`src/rtl/multi_channel_up_down_counter_pkg.sv`:
```
// Shared types and default sizing for the multi-channel up/down counter.
// Build option: MULTI_CNT_WRAP_EN selects wrap-around instead of saturation.
package multi_channel_up_down_counter_pkg;

    typedef enum logic {
        CNT_UP   = 1'b0,
        CNT_DOWN = 1'b1
    } counter_mode_e;

    localparam int NUM_CH_DEF     = 4;
    localparam int MAX_COUNT_DEF  = 8;
    localparam int STEP_WIDTH_DEF = 2;

    function automatic int count_width(input int max_count);
        return $clog2(max_count + 1);
    endfunction

endpackage

```
`src/rtl/multi_channel_up_down_counter_channel.sv`:
```
// One counter slice: load clamp, stepped up/down count, Hit and Sat pulses.
// Build option: MULTI_CNT_WRAP_EN wraps modulo MAX_COUNT+1 instead of clipping.
module up_down_counter_channel
    import multi_channel_up_down_counter_pkg::*;
#(
    parameter int MAX_COUNT   = MAX_COUNT_DEF,
    parameter int COUNT_WIDTH = $clog2(MAX_COUNT + 1),
    parameter int STEP_WIDTH  = STEP_WIDTH_DEF
) (
    input  logic                   clk_i,
    input  logic                   rst_i,
    input  logic                   en_i,
    input  logic                   mode_i,
    input  logic [STEP_WIDTH-1:0]  step_i,
    input  logic                   load_i,
    input  logic [COUNT_WIDTH-1:0] load_val_i,
    output logic [COUNT_WIDTH-1:0] count_o,
    output logic                   done_o,
    output logic                   hit_o,
    output logic                   sat_o
);

    localparam int CW = COUNT_WIDTH;
    localparam int WW = COUNT_WIDTH + STEP_WIDTH + 1;

    localparam logic [CW-1:0] MAX_C = CW'(MAX_COUNT);
    localparam logic [WW-1:0] MAX_W = WW'(MAX_COUNT);
`ifdef MULTI_CNT_WRAP_EN
    localparam logic [WW-1:0] MOD_W = WW'(MAX_COUNT + 1);
`endif

    counter_mode_e   mode_e;
    logic [CW-1:0]   count_q, count_d;
    logic            hit_q, hit_d;
    logic            sat_q, sat_d;
    logic [CW-1:0]   term;
    logic [WW-1:0]   cnt_w, step_w, sum_w;

    assign mode_e = counter_mode_e'(mode_i);
    assign term   = (mode_e == CNT_DOWN) ? '0 : MAX_C;
    assign cnt_w  = WW'(count_q);
    assign step_w = WW'(step_i);
    assign sum_w  = cnt_w + step_w;

    always_comb begin
        count_d = count_q;
        sat_d   = 1'b0;
        if (load_i) begin
            if (load_val_i > MAX_C) begin
                count_d = MAX_C;
                sat_d   = 1'b1;
            end else begin
                count_d = load_val_i;
            end
        end else if (en_i && (step_i != '0)) begin
            if (mode_e == CNT_UP) begin
                if (sum_w > MAX_W) begin
`ifdef MULTI_CNT_WRAP_EN
                    count_d = CW'(sum_w % MOD_W);
`else
                    count_d = MAX_C;
`endif
                    sat_d = 1'b1;
                end else begin
                    count_d = CW'(sum_w);
                end
            end else begin
                if (step_w > cnt_w) begin
`ifdef MULTI_CNT_WRAP_EN
                    // Borrow one full modulus so the subtraction stays positive.
                    count_d = CW'((cnt_w + MOD_W - (step_w % MOD_W)) % MOD_W);
`else
                    count_d = '0;
`endif
                    sat_d = 1'b1;
                end else begin
                    count_d = CW'(cnt_w - step_w);
                end
            end
        end
        hit_d = (count_d == term) && (count_d != count_q);
    end

    always_ff @(posedge clk_i) begin
        if (rst_i) begin
            count_q <= '0;
            hit_q   <= 1'b0;
            sat_q   <= 1'b0;
        end else begin
            count_q <= count_d;
            hit_q   <= hit_d;
            sat_q   <= sat_d;
        end
    end

    assign count_o = count_q;
    assign done_o  = (count_q == term);
    assign hit_o   = hit_q;
    assign sat_o   = sat_q;

endmodule

```
`src/rtl/multi_channel_up_down_counter.sv`:
```
// NUM_CH independent saturating up/down counters with packed channel buses.
// Build option: MULTI_CNT_WRAP_EN turns saturation into modulo wrap.
module multi_channel_up_down_counter
    import multi_channel_up_down_counter_pkg::*;
#(
    parameter int NUM_CH      = NUM_CH_DEF,
    parameter int MAX_COUNT   = MAX_COUNT_DEF,
    parameter int COUNT_WIDTH = $clog2(MAX_COUNT + 1),
    parameter int STEP_WIDTH  = STEP_WIDTH_DEF
) (
    input  logic                          ACLK,
    input  logic                          ARESET,
    input  logic [NUM_CH-1:0]             En,
    input  logic [NUM_CH-1:0]             Mode,
    input  logic [NUM_CH*STEP_WIDTH-1:0]  Step,
    input  logic [NUM_CH-1:0]             Load,
    input  logic [NUM_CH*COUNT_WIDTH-1:0] Load_Count,
    output logic [NUM_CH*COUNT_WIDTH-1:0] Count,
    output logic [NUM_CH-1:0]             Done,
    output logic [NUM_CH-1:0]             Hit,
    output logic [NUM_CH-1:0]             Sat
);

    for (genvar i = 0; i < NUM_CH; i++) begin : g_ch
        up_down_counter_channel #(
            .MAX_COUNT   (MAX_COUNT),
            .COUNT_WIDTH (COUNT_WIDTH),
            .STEP_WIDTH  (STEP_WIDTH)
        ) u_ch (
            .clk_i      (ACLK),
            .rst_i      (ARESET),
            .en_i       (En[i]),
            .mode_i     (Mode[i]),
            .step_i     (Step[i*STEP_WIDTH +: STEP_WIDTH]),
            .load_i     (Load[i]),
            .load_val_i (Load_Count[i*COUNT_WIDTH +: COUNT_WIDTH]),
            .count_o    (Count[i*COUNT_WIDTH +: COUNT_WIDTH]),
            .done_o     (Done[i]),
            .hit_o      (Hit[i]),
            .sat_o      (Sat[i])
        );
    end

endmodule
```
`config.mk`:
```
export PLATFORM = sky130hd
export DESIGN_NAME = multi_channel_up_down_counter
export DESIGN_NICKNAME = d
export VERILOG_FILES = /design/src/rtl/multi_channel_up_down_counter_pkg.sv /design/src/rtl/multi_channel_up_down_counter_channel.sv /design/src/rtl/multi_channel_up_down_counter.sv
export SDC_FILE = /design/constraint.sdc
export NUM_CORES = 1
export LEC_CHECK = 0
export ABC_AREA = 1
export CAP_MARGIN = 30
export CELL_PAD_IN_SITES_DETAIL_PLACEMENT = 1
export CELL_PAD_IN_SITES_GLOBAL_PLACEMENT = 1
export CORE_UTILIZATION = 38
export CTS_BUF_LIST = sky130_fd_sc_hd__clkbuf_8
export DETAILED_ROUTE_END_ITERATION = 10
export MAX_ROUTING_LAYER = met4
export PLACE_DENSITY = 0.95
export SYNTH_ARGS = -nofsm -noshare
export SYNTH_HDL_FRONTEND = slang
export SYNTH_SLANG_ARGS = --single-unit
export TNS_END_PERCENT = 1
```
`constraint.sdc`:
```
create_clock -name ACLK -period 4.55 [get_ports ACLK]
set_input_delay 0.455 -clock ACLK [delete_from_list [all_inputs] [get_ports ACLK]]
set_output_delay 0.455 -clock ACLK [all_outputs]
set_load 0.1 [all_outputs]
```
==> results_tabular.tex <==
\begin{tabular}{lr}
\hline
Metric & Value \\
\hline
\multicolumn{2}{l}{\textbf{Outcome}} \\
\quad Result of the run & complete, no violations \\
\multicolumn{2}{l}{\textbf{GRT}} \\
\quad Number of global-route vias before repair & $\sim$3.0k \\
\quad Leftover overflow at the end of global routing & 0 \\
\quad Largest net degree at the start of global routing & 25 \\
\quad Number of antenna violations at the first check in global routing & 0 \\
\quad Overall Global Routing Usage & 22.1\% \\
\quad Wire length of the first global-routing pass & 13100 microns \\
\multicolumn{2}{l}{\textbf{Synthesis}} \\
\quad Synthesized area & 0.00268 sq mm \\
\quad Adder and majority cell fraction of the synthesized area & between 10\% and 20\% \\
\quad Most numerous cell in the Yosys netlist & sky130\_fd\_sc\_hd\_\_nand2\_1 \\
\quad Cell type with the highest aggregate area in the netlist & sky130\_fd\_sc\_hd\_\_nand2\_1 \\
\quad Compound-cell area share of the yosys netlist & 9.59\% \\
\quad Number of different library cells in the post-synthesis netlist & 32 \\
\quad Main area contributors after synthesis & sky130\_fd\_sc\_hd\_\_nand2\_1 (18\%), sky130\_fd\_sc\_hd\_\_dfxtp\_1 (18\%), sky130\_fd\_sc\_hd\_\_nand3\_1 (9.5\%), sky130\_fd\_sc\_hd\_\_inv\_1 (9.4\%), sky130\_fd\_sc\_hd\_\_nor2\_1 (8.0\%) \\
\quad Ys async rst share & 0\% \\
\quad Post-synthesis instance total & 443 \\
\quad Combinational family with the most area after synthesis & simple AND/OR/NAND/NOR gates \\
\quad Yosys synthesis warning count & 0 \\
\quad Post-synthesis mux area share & 0\% \\
\quad Syn\_area\_per\_cell & 6.04 sq um \\
\quad Number of register bits inferred by synthesis & 24 \\
\quad Post-synth net total & 505 \\
\quad Simple-gate portion of the synthesized area & between 40\% and 50\% \\
\quad Fraction of synthesized cell area in xor and xnor cells & roughly 2.5\% \\
\quad Count of flip-flops with a built-in enable after synthesis & 0 \\
\quad Most common flop cell mapped by yosys & sky130\_fd\_sc\_hd\_\_dfxtp\_1 \\
\quad Fraction of the yosys area taken by sequential cells & approximately 18\% \\
\quad Top-area cell type share of the netlist area & 18.2\% \\
\quad Post-synth top cells & sky130\_fd\_sc\_hd\_\_nand2\_1 (130), sky130\_fd\_sc\_hd\_\_inv\_1 (67), sky130\_fd\_sc\_hd\_\_nor2\_1 (57) \\
\multicolumn{2}{l}{\textbf{Min path}} \\
\quad Worst hold start & g\_ch[1].u\_ch.count\_o[0] \\
\quad Worst hold path type & flop to flop \\
\multicolumn{2}{l}{\textbf{Placed design}} \\
\quad Input/output buffers & 65 \\
\quad Post-Place Cells & 581 \\
\quad Weighted congestion reported at the end of routability-driven placement & 0.896 \\
\quad Area of placed instances & 0.00328 sq mm \\
\quad HPWL Detailed & between 6000 and 7000 microns \\
\multicolumn{2}{l}{\textbf{Worst setup path}} \\
\quad Startpoint of the lowest-slack register-to-register path & g\_ch[1].u\_ch.count\_o[0] \\
\quad CP top delay family & buffers and inverters \\
\quad Sort of element at the end of the critical path & output pin \\
\quad Worst path cell trace & clkdlybuf4s50\_1 > inv\_1 > nand2\_1 > a21oi\_1 > clkdlybuf4s50\_1 \\
\quad Worst setup path end & Done[1] \\
\quad CP Launch Point & Mode[1] \\
\quad CP Buf/Inv Count & 3 \\
\quad Worst-path fanout max & 7 \\
\quad Most used cell, CP & sky130\_fd\_sc\_hd\_\_clkdlybuf4s50\_1 \\
\quad Worst-path cell with the longest stage delay & sky130\_fd\_sc\_hd\_\_clkdlybuf4s50\_1 \\
\quad Flop2flop setup slack & roughly 2.5 ns \\
\quad Slowest cell delay on critical path & 1.16 ns \\
\quad Nature of the critical path startpoint & input port \\
\quad Required time at the worst-slack endpoint & just over 4 ns \\
\quad Signal arrival time at the worst endpoint & 2.60 ns \\
\quad Total stage count of the critical path & 5 \\
\quad Critical path type & input port to output pin \\
\quad Terminus of the critical flop-to-flop path & g\_ch[1].u\_ch.hit\_o \\
\quad Register-to-Register Path Depth & 11 \\
\multicolumn{2}{l}{\textbf{Drt}} \\
\quad Count of nets left with antenna violations after detail routing & 0 \\
\quad DRC & 0 \\
\quad Vias per cell & $\sim$4.9 \\
\quad Routed wire length & 7600 microns \\
\quad Detailed-routing iteration count for the pre-antenna-repair pass & 4 \\
\quad Count of routing violations after the opening detailed-route iteration & 41 \\
\quad Number of vias in the routed layout & 2889 \\
\quad Average routed wire per standard cell & 13.0 microns \\
\multicolumn{2}{l}{\textbf{Clock network}} \\
\quad Clk Latency, worst-skew pair & $\sim$0.26 ns \\
\quad Number of buffers added by the clock tree synthesis step & 3 \\
\quad Post-CTS setup repair buffer count & 0 \\
\quad Number of sinks on the clock net & 24 \\
\quad Root buffer selected by CTS & sky130\_fd\_sc\_hd\_\_clkbuf\_8 \\
\quad Hold-fix buffers, CTS & 0 \\
\quad Clock buffer depth & 2 \\
\quad Clock-pin slew reported for the worst setup and hold paths after clock tree synthesis & 0.08 ns \\
\quad Level count of the clock H-tree & 1 \\
\quad TritonCTS clock tree & yes \\
\quad Gates resized, CTS repair & 0 \\
\multicolumn{2}{l}{\textbf{Finish}} \\
\quad Area of the multi-input gates & 0.00176 sq mm \\
\quad Antenna diode instance count & 0 \\
\quad Fraction of layout instances using a drive strength above 1 & 4.71\% \\
\quad Area growth syn-to-layout & 24.2\% \\
\quad Final instance area & 0.00332 sq mm \\
\quad Filler Cell Count & 934 \\
\quad Final Instance Count excl. Fillers & roughly 580 \\
\quad Register area & 480 sq um \\
\quad Final Net Count & about 550 \\
\quad Share of the core filled with cells & 48.9\% \\
\multicolumn{2}{l}{\textbf{Die}} \\
\quad DIE AREA & 0.00738 sq mm \\
\quad Standard-cell row count & 30 \\
\quad Starting density of the core & 39.4\% \\
\quad Die extent in x & 85.9 microns \\
\quad Die height & 85.9 microns \\
\quad Area of the core & 0.00679 sq mm \\
\quad Number of primary I/O pins & 66 \\
\multicolumn{2}{l}{\textbf{Pwr}} \\
\quad Total power per unit cell area & 244 mW/mm\^{}2 \\
\quad Leakage power total & between 0.0015 and 0.002 uW \\
\quad Largest vdd supply drop & 0.165 mV \\
\multicolumn{2}{l}{\textbf{STA}} \\
\quad Setup Total Neg Slack & 0 ns \\
\quad WHS & 0.659 ns \\
\quad Unrepaired setup endpoints after global routing & no \\
\quad Final Cycle Share & 67.2\% \\
\quad Top achievable clock speed & 327 MHz \\
\quad Hold Fails Final Rpt & 0 \\
\quad Worst clock skew & 0.000417 ns \\
\quad Fin. max-slew vios & 0 \\
\quad Min Tclk post-route & 3.06 ns \\
\quad Number of endpoints failing setup at the final stage & 0 \\
\quad Transition at the pin with the smallest max-transition slack & 1.02 ns \\
\quad Relative slew slack & about a third \\
\multicolumn{2}{l}{\textbf{Run}} \\
\quad Count of max-cap constraint violations & 0 \\
\hline
\end{tabular}
logic make-up (layout without fill, tap and decap cells):
group                    count (synthesis)  in the layout
flip-flops                              24             24
AO/OA/AOI/OAI                           41             41
XOR/XNOR                                 6              6
AND/OR/NAND/NOR                        255            255
adder cells (fa/ha/maj)                 24             24
buffers and inverters                   93            138
power by group:
group | internal (uW) | switching (uW)
logic | 139 | 295
clock network | 59.1 | 65.8
registers | 224 | 28.9
total | 422 | 390
worst min path at each step:
| stage | endpoint | slack [ns] | cells past startpoint |
|---|---|---|---|
| after floorplan | g_ch[0].u_ch.hit_o | 0.60 | 3 |
| after global placement | g_ch[1].u_ch.count_o[0] | 0.63 | 4 |
| after detailed placement | g_ch[1].u_ch.count_o[0] | 0.65 | 4 |
| after CTS | g_ch[1].u_ch.count_o[0] | 0.66 | 4 |
| after global routing | g_ch[1].u_ch.count_o[0] | 0.70 | 4 |
| final | g_ch[1].u_ch.count_o[0] | 0.66 | 4 |
worst min-delay path, stage by stage (launching register included):
cell and delay [ns]:
sky130_fd_sc_hd__dfxtp_1 0.35, sky130_fd_sc_hd__nand2_1 0.08, sky130_fd_sc_hd__nand2_1 0.06, sky130_fd_sc_hd__nand2_2 0.06, sky130_fd_sc_hd__a21oi_1 0.06
cell type report:
class                      count  share of cell area, %
timing repair buffer          66                   19.8
clock buffer                   3                   1.24
sequential                    24                   14.5
multi-input combinational    326                   53.1
inverter                      69                   7.80
tap                           96                   3.62
state kept, by name (all words and copies together) (netlist names):
register,flops
g_ch.u_ch.count_o,16
g_ch.u_ch.hit_o,4
g_ch.u_ch.sat_o,4
metal layers:
metal	global-route usage [%]	part of all wire [%]	vias to the layer above
met3	1.44	2.6	8
met1	27.1	45	1357
met4	4.09	0.89	0
met2	40.0	52	54
li1	-	-	1470
met5	-	0	-
placed cells by master (no fill, tap or decap), drive strengths merged:
cell type      synthesis  layout
inv                   69      69
o21ai                  8       8
nand2                132     132
nor3                   1       1
xnor2                  3       3
ha                    16      16
buf                   22       1
o211ai                 3       3
clkdlybuf4s50          0      65
or2                    3       3
nand3                 54      54
fa                     8       8
a31oi                  3       3
a22oi                  1       1
nand4                  4       4
a21oi                 22      22
xor2                   3       3
nor4                   3       3
o311ai                 4       4
nor2                  58      58
clkbuf                 2       3
dfxtp                 24      24
through the flow:
| stage | power, uW | setup slack [ns] |
|---|---|---|
| 3_5_place_dp | 693 | 1.50 |
| 2_1_floorplan | 583 | 2.09 |
| 3_3_place_gp | 680 | 1.56 |
| 6_report | 812 | 1.49 |
| 4_1_cts | 818 | 1.49 |
| 5_1_grt | 868 | 1.38 |
No activity file was read; power rests on OpenSTA's default activity.
